**config.mk**
```make
export PLATFORM = sky130hd
export DESIGN_NAME = agc_gain_ctrl
export DESIGN_NICKNAME = d
export VERILOG_FILES = /design/src/rtl/agc_gain_ctrl.sv
export SDC_FILE = /design/constraint.sdc
export NUM_CORES = 1
export LEC_CHECK = 0
export ABC_AREA = 1
export CORE_UTILIZATION = 40
export CTS_CLUSTER_SIZE = 24
export DETAILED_ROUTE_END_ITERATION = 16
export GPL_TIMING_DRIVEN = 0
export HOLD_SLACK_MARGIN = 0.08
export SYNTH_ARGS = -nofsm -noshare
export SYNTH_HDL_FRONTEND = slang
export SYNTH_SLANG_ARGS = --single-unit
export TNS_END_PERCENT = 20
```
**constraint.sdc**
```tcl
create_clock -name clk -period 3.25 [get_ports clk]
set_input_delay 0.325 -clock clk [delete_from_list [all_inputs] [get_ports clk]]
set_output_delay 0.325 -clock clk [all_outputs]
set_load 0.02 [all_outputs]
```
**src/rtl/agc_gain_ctrl.sv**
```systemverilog
`default_nettype none
// +--------------------------------------------------------------------------+
// | Module  : agc_gain_ctrl                                                  |
// | Brief   : Closed-loop AGC sequencer stepping a gain code toward ref_pow. |
// |           Optional AGC_HYST_EN adds the tol port and a lock band.        |
// | Revision: 1.0                                                            |
// +--------------------------------------------------------------------------+
module agc_gain_ctrl #(
   parameter int POW_WIDTH  = 16,
   parameter int GAIN_WIDTH = 8,
   parameter int GAIN_INIT  = 128,
   parameter int GAIN_MIN   = 1,
   parameter int GAIN_MAX   = 255,
   parameter int SETTLE_LEN = 16,
   parameter int STEP_SHIFT = 4
) (
   input  logic                  clk,
   input  logic                  rst,
   input  logic [POW_WIDTH-1:0]  pow_in,
   input  logic                  pow_valid,
   input  logic [POW_WIDTH-1:0]  ref_pow,
`ifdef AGC_HYST_EN
   input  logic [POW_WIDTH-1:0]  tol,
`endif
   input  logic                  enable,
   output logic [GAIN_WIDTH-1:0] gain_out,
   output logic                  gain_valid,
   output logic                  locked,
   output logic                  sat
);

   localparam int c_sum_w = POW_WIDTH + 2;
   localparam int c_cnt_w = $clog2(SETTLE_LEN + 1);
   localparam logic signed [c_sum_w-1:0] c_min = c_sum_w'(GAIN_MIN);
   localparam logic signed [c_sum_w-1:0] c_max = c_sum_w'(GAIN_MAX);
   localparam logic [c_cnt_w-1:0] c_cnt_last = c_cnt_w'(SETTLE_LEN - 1);

   typedef enum logic [1:0] {
      ST_IDLE    = 2'd0,
      ST_SETTLE  = 2'd1,
      ST_MEASURE = 2'd2,
      ST_UPDATE  = 2'd3
   } state_t;

   state_t                   r_state;
   logic [c_cnt_w-1:0]       r_cnt;
   logic signed [POW_WIDTH:0] r_err;

   logic signed [POW_WIDTH:0] w_shift;
   logic signed [POW_WIDTH:0] w_delta;
   logic signed [c_sum_w-1:0] w_sum;
   logic                      w_clip_lo;
   logic                      w_clip_hi;
   logic                      w_lock;
   logic [GAIN_WIDTH-1:0]     w_gain_next;
`ifdef AGC_HYST_EN
   logic signed [POW_WIDTH:0] w_abs;
`endif

   always_comb begin
      w_shift = r_err >>> STEP_SHIFT;
      w_delta = w_shift;
      // Small errors still move the gain by one code in the error's direction.
      if (w_shift == '0)
         w_delta = r_err[POW_WIDTH] ? '1 : {{POW_WIDTH{1'b0}}, 1'b1};
      w_sum = $signed({{(c_sum_w-GAIN_WIDTH){1'b0}}, gain_out})
            + $signed({w_delta[POW_WIDTH], w_delta});
      w_clip_lo = (w_sum < c_min);
      w_clip_hi = (w_sum > c_max);
      if (w_clip_lo)
         w_gain_next = GAIN_WIDTH'(GAIN_MIN);
      else if (w_clip_hi)
         w_gain_next = GAIN_WIDTH'(GAIN_MAX);
      else
         w_gain_next = GAIN_WIDTH'(w_sum);
`ifdef AGC_HYST_EN
      w_abs  = r_err[POW_WIDTH] ? -r_err : r_err;
      w_lock = ($unsigned(w_abs) <= {1'b0, tol});
`else
      w_lock = (r_err == '0);
`endif
   end

   always_ff @(posedge clk) begin
      if (rst) begin
         r_state    <= ST_IDLE;
         r_cnt      <= '0;
         r_err      <= '0;
         gain_out   <= GAIN_WIDTH'(GAIN_INIT);
         gain_valid <= 1'b0;
         locked     <= 1'b0;
         sat        <= 1'b0;
      end else begin
         gain_valid <= 1'b0;
         if (!enable) begin
            r_state <= ST_IDLE;
            r_cnt   <= '0;
         end else begin
            case (r_state)
               ST_IDLE: begin
                  r_state <= ST_SETTLE;
                  r_cnt   <= '0;
               end
               ST_SETTLE: begin
                  if (pow_valid) begin
                     if (r_cnt == c_cnt_last) begin
                        r_state <= ST_MEASURE;
                        r_cnt   <= '0;
                     end else begin
                        r_cnt <= r_cnt + 1'b1;
                     end
                  end
               end
               ST_MEASURE: begin
                  if (pow_valid) begin
                     r_err   <= $signed({1'b0, ref_pow}) - $signed({1'b0, pow_in});
                     r_state <= ST_UPDATE;
                  end
               end
               ST_UPDATE: begin
                  if (w_lock) begin
                     locked  <= 1'b1;
                     sat     <= 1'b0;
                     r_state <= ST_MEASURE;
                  end else begin
                     locked <= 1'b0;
                     sat    <= w_clip_lo | w_clip_hi;
                     if (w_gain_next != gain_out) begin
                        gain_out   <= w_gain_next;
                        gain_valid <= 1'b1;
                        r_state    <= ST_SETTLE;
                        r_cnt      <= '0;
                     end else begin
                        r_state <= ST_MEASURE;
                     end
                  end
               end
               default: r_state <= ST_IDLE;
            endcase
         end
      end
   end

endmodule
`default_nettype wire

```
# [After elaboration in Yosys (flattened, before gate mapping)]
# Index checks and enable logic that the tools add are counted.
[totals] reg_bits=35 in_bits=36 output_inout_bits=11 elab_cells=55
[op_classes] add_sub_neg=3 magnitude_cmp=2 n_eq_ne=10 mux=18 bitwise_logic=4 n_reduce_logical=11
[ops] cell="17-bit logical NOT" count=2
[ops] cell="17-bit two-way mux" count=2
[ops] cell="5-bit two-way mux" count=4
[ops] cell="9-bit by 17-bit adder with 18-bit output" count=1
[ops] cell="18-bit by 9-bit greater-than comparator with 1-bit output, second input constant" count=1
[ops] cell="18-bit by 2-bit < comparator with 1-bit output, second input constant" count=1
[ops] cell="16-bit by 16-bit subtractor with 17-bit output" count=1
[ops] cell="8-bit two-way mux" count=2
[ops] cell="5-bit case mux with 3 select lines" count=1
[ops] cell="2-bit two-way mux" count=5
[ops] cell="2-bit inequality test, second input constant" count=5
[ops] cell="8-bit inequality test" count=1
[ops] cell="2-bit case mux with 4 select lines" count=1
[ops] cell="4-bit AND reduction" count=2
[ops] cell="3-bit AND reduction" count=2
[ops] cell="5-bit by 1-bit adder with 5-bit output, second input constant" count=1
[ops] cell="5-bit by 4-bit == test with 1-bit output, second input constant" count=1
[ops] cell="2-bit == test, second input constant" count=2
[ops] cell="4-bit OR reduction" count=1
[ops] cell="1-bit two-way mux" count=3
[ops] cell="1-bit NOT" count=3
[ops] cell="3-bit nonzero test" count=1
[ops] cell="2-bit by 1-bit == test with 1-bit output, second input constant" count=1
[ops] cell="2-bit logical NOT" count=1
[ops] cell="other kinds (3)" count=3

# [Longest topological paths before layout]
[logic_depth] word_depth=10 mapped_depth=26 depth_no_buf=26

# [Least setup slack after synthesis]
# Ideal clock, no wire load.
[synth_path] kind="register -> register" startpoint="register r_err[12]" endpoint="register gain_out[4]" setup_ns=0.114 arrival_time_ns=2.962 t_required_ns=3.136 path_slack_ns=0.175 path_stages_with_launch=24 path_buffers=2 period_less_slack_ns=3.075 cell_sequence="dfxtp_1 nor4_1 nand4_1 nand2_1 ha_1 fa_1 inv_1 nand2_1 nor2_1 nand3_1 nor2_1 nand3_1 nor2_1 a21oi_2 buf_6 nand3_2 nand2_1 nor2_2 nand4_4 nand2_2 buf_6 nand2_1 nand2_1 nor2_1"
[synth_via] elab_chain_len=8 elab_cells_between_ends=11 cone_classes="add/sub (1); order compare (2); eq/ne (1); mux (3); bitwise (1); reduce/logical (3)"
[synth_lines] element="start: declaration" line="47" text="logic signed [POW_WIDTH:0] r_err;"
[synth_lines] element="start signal: assignment" line="116" text="r_err <= $signed({1'b0, ref_pow}) - $signed({1'b0, pow_in});"
[synth_lines] element="17-bit logical NOT" line="64" text="if (w_shift == '0)"
[synth_lines] element="17-bit two-way mux" line="64"
[synth_lines] element="9-bit by 17-bit adder with 18-bit output" line="67" text="+ $signed({w_delta[POW_WIDTH], w_delta});"
[synth_lines] element="18-bit by 9-bit greater-than comparator with 1-bit output" line="69" text="w_clip_hi = (w_sum > c_max);"
[synth_lines] element="8-bit two-way mux" line="72" text="else if (w_clip_hi)"
[synth_lines] element="8-bit two-way mux" line="70" text="if (w_clip_lo)"
[synth_lines] element="8-bit inequality test" line="128" text="if (w_gain_next != gain_out) begin"
[synth_lines] element="4-bit AND reduction (no source line)"
[synth_lines] element="end signal: assignment" line="89" text="gain_out <= GAIN_WIDTH'(GAIN_INIT);"
[synth_lines] element="end signal: assignment" line="129" text="gain_out <= w_gain_next;"
[synth_lines] element="end: declaration" line="26" text="output logic [GAIN_WIDTH-1:0] gain_out,"
# Several ways; a longest one is shown, not always the timed one.
# A chain may end at the register's enable or synchronous reset.

# [Worst setup path after layout]
[layout_path] startpoint="register r_err[13]" endpoint="register gain_out[4]"
# The elaborated chain is that of the path after synthesis.

==> flow_summary.yaml <==
global_routing:
  antenna_found_initial: 0
  grt_usage_pct: 21.6
  gr-total-overflow: 0
  grt_pass1_wl_mm: 15.2
  grt_pass1_vias: 3456
  grt_max_degree: 14
pwr:
  max-vdd-ir-drop_mv: 0.193
  p_int_uw: 764
  seq_power_share_pct: 38.5
  powerDensity_mw_per_mm2: 244
  finalPower_uw: 1130
  switching_power_uw: 369
  power.leakage_uw: 0.00238
  clockPowerShare_pct: 28.9
  combPwrFrac_pct: 32.6
  switching_share_pct: 32.6
sta:
  slew_headroom_pct: 62.1
  setup_ws_ns: -0.104
  rsz0062_at_grt: "true"
  fmax_mhz: 298
  fin_tns_setup_ns: -0.610
  worstMarginPinSlew_ns: 0.568
  hold_violations: 0
  setup_violations: 12
  slew_violations: 0
  fin_skew_ns: 0.0125
  fin_crit_sh_pct: 103
  period_needed_ns: 3.35
critical_path:
  crit_arrival_ns: 3.55
  crit_required_ns: 3.45
  critPathMaxFanout: 5
  critical_path.max_stage_delay_ns: 0.36
  crit_path_top_delay_cell: "dfxtp_4"
  crit_family: "simple AND/OR/NAND/NOR gates"
  reg2reg_to: "gain_out[4]"
  critical_path_class: "reg2reg"
  path_cells: "nor4_4 > nand4_1 > nand2_2 > ha_4 > fa_2 > nand2_2 > nand2_4 > buf_6 > nand4_1 > nand3_2 > nand2_2 > nor2_4 > nand3_4 > a21oi_2 > nand3b_1 > nand2_2 > and2_4 > nand4_4 > nand2_4 > buf_8 > nand2_1 > nand2_1 > nor2_1"
  r2r_cells: 23
  crit_path_start_kind: "register"
  crit_path_frequent_cell: "nand2_2"
  crit_buf_inv: 2
  r2r_slack_ns: -0.10
  endpoint_kind: "register"
  reg2reg_from: "r_err[13]"
worst_hold_path:
  hp-start: "sat"
  hold_path_depth: 2
  hold_class: "reg2reg"
  whs_endpoint: "sat"
logic_synthesis:
  synth_edf_count: 0
  syn-num-nets: 623
  synth_top_flop_cell: "dfxtp_1"
  yosysWarningCount: 0
  ys_ff_latch: 35
  yosysSeqAreaShare_pct: 20.5
  syn_inst: 560
  netlist_area_sq_mm: 0.00342
  postSynthAreaPerCell_sq_um: 6.10
  ys_async_sr_fraction_pct: 0
  synth.distinct_cells: 38
routing:
  viasPerCell: 4.90
  num_vias: 3704
  wl_per_cell_um: 12.2
  drtAntennaViolNets: 0
  drt_first_pass_iters: 4
  drc_errors: 0
  totalWireLength_mm: 9.20
  drtIter0Drc: 101
floorplan:
  die_area_sq_mm: 0.00892
  ios: 47
  dieWidth_um: 94.4
  core-area_sq_mm: 0.00826
  die_height_um: 94.4
  rows: 33
  start_util_pct: 41.4
layout:
  drive_gt1_share_pct: 19.2
  area_delta_synth_final_pct: 36.0
  final_cell_mix: "nand2_1, inv_1, nor2_1, clkdlybuf4s50_1, a21oi_1"
  final_common_cell: "nand2_1"
  diodes: 0
  final_nets: 713
place:
  gp_congestion: 0.865
  io_buffer_count: 46
  dp_hpwl_mm: 6.83
clock_network:
  clkLatencyLatePin_ns: 0.30
  cts_tree: "built"
  h-tree-depth: 2
  cts_hold_buf: 0
  path_clk_slew_ns: 0.08
  numCtsBuffers: 5
  clockRootBuffer: "clkbuf_8"
  cts.path.max_buffers: 2
  cts_sinks: 35
flow_run:
  drv_cap: 0
status:
  violations: "negative setup slack"
  status: "complete, but fails checks"
[sequential cells by signal, indices dropped and copies added, names as in the netlist]
signal / cells
gain_out: 8
gain_valid: 1
locked: 1
r_cnt: 5
r_err: 17
r_state: 2
sat: 1
[metrics by stage]
step | instances | hold slack [ns] | cell area, sq um | setup slack (ns) | util [%]
after CTS | 749 | 0.485 | 4440 | -0.0625 | 53.7
after floorplan | 560 | 0.476 | 3420 | 0.175 | -
final | 756 | 0.487 | 4650 | -0.104 | 56.3
after global placement | 711 | 0.470 | 4010 | -0.537 | 48.5
after detailed placement | 711 | 0.470 | 4010 | -0.552 | 48.5
after global routing | 756 | 0.544 | 4650 | -0.264 | 56.3
[power by group through the flow]
stage	registers [uW]	clock network (uW)	logic (uW)
5_1_grt	437	352	409
4_1_cts	437	339	339
6_report	436	328	369
3_5_place_dp	447	0	283
3_3_place_gp	447	0	280
2_1_floorplan	447	0	194
[how the worst max path moves through the flow]
stage / slack, ns / startpoint / cells after the start / to
after floorplan: 0.17 / r_err[12] / 23 / gain_out[4]
after global placement: -0.54 / r_err[12] / 24 / gain_out[4]
after detailed placement: -0.55 / r_err[12] / 25 / gain_out[4]
after CTS: -0.06 / r_err[15] / 24 / r_cnt[1]
after global routing: -0.26 / r_err[13] / 23 / gain_out[4]
final: -0.10 / r_err[13] / 23 / gain_out[4]
[area by class of cell]
class,instances,area [sq um]
clock buffers,5,68.8
multi-input cells,402,2460
fillers,836,3610
clock inverters,3,25.0
inverters,108,408
flip-flops and latches,35,712
plain buffers,15,76.3
repair buffers,83,767
well taps,105,131
[cells in the mapped netlist, types with 3 or more instances]
master / count / area [sq um]
nand3_2: 5 / 50.1
nand3_1: 39 / 195
nand2_1: 131 / 492
ha_1: 25 / 313
nand2_2: 6 / 37.5
nand3b_1: 3 / 22.5
nor2_2: 3 / 18.8
a21oi_2: 3 / 26.3
o21bai_1: 7 / 52.6
nor4_1: 5 / 31.3
xor2_1: 8 / 70.1
o211ai_1: 5 / 37.5
o21ai_0: 24 / 120
nand4_1: 21 / 131
dfxtp_1: 35 / 701
nor2_4: 4 / 45.0
a21oi_1: 38 / 190
inv_1: 106 / 398
clkbuf_1: 12 / 45.0
nor2_1: 53 / 199
[tightest hold or removal path: cells and delay by family, from the launching register on]
family / cells / cell delay (ns)
AO/OA/AOI/OAI: 2 / 0.13
flip-flops: 1 / 0.32
[logic make-up after synthesis]
group,Yosys count,synth area share (%)
xor gates and xnor gates,10,2.56
buffers and inverters,123,14.0
and+or+nand+nor,282,38.9
AOI/OAI and AO/OA,83,13.7
adders and majority gates,27,10.3
DFF,35,20.5
[metal layers]
layer	up-vias	part of all wire, %	GRT usage [%]
met2	73	48	38.2
met4	0	3.0	9.10
met5	-	0	0
met1	1633	46	25.7
li1	1976	-	-
met3	22	2.7	3.22
[timing repair]
| action | 4_1_cts | 5_1_grt |
|---|---|---|
| buffers inserted | 30 | 6 |
| endpoints found under the setup margin | 16 | 17 |
| gates cloned | 0 | 1 |
| pin swaps | 21 | 25 |
| gates resized for setup | 30 | 40 |
Power figures use the tool's default switching activity.
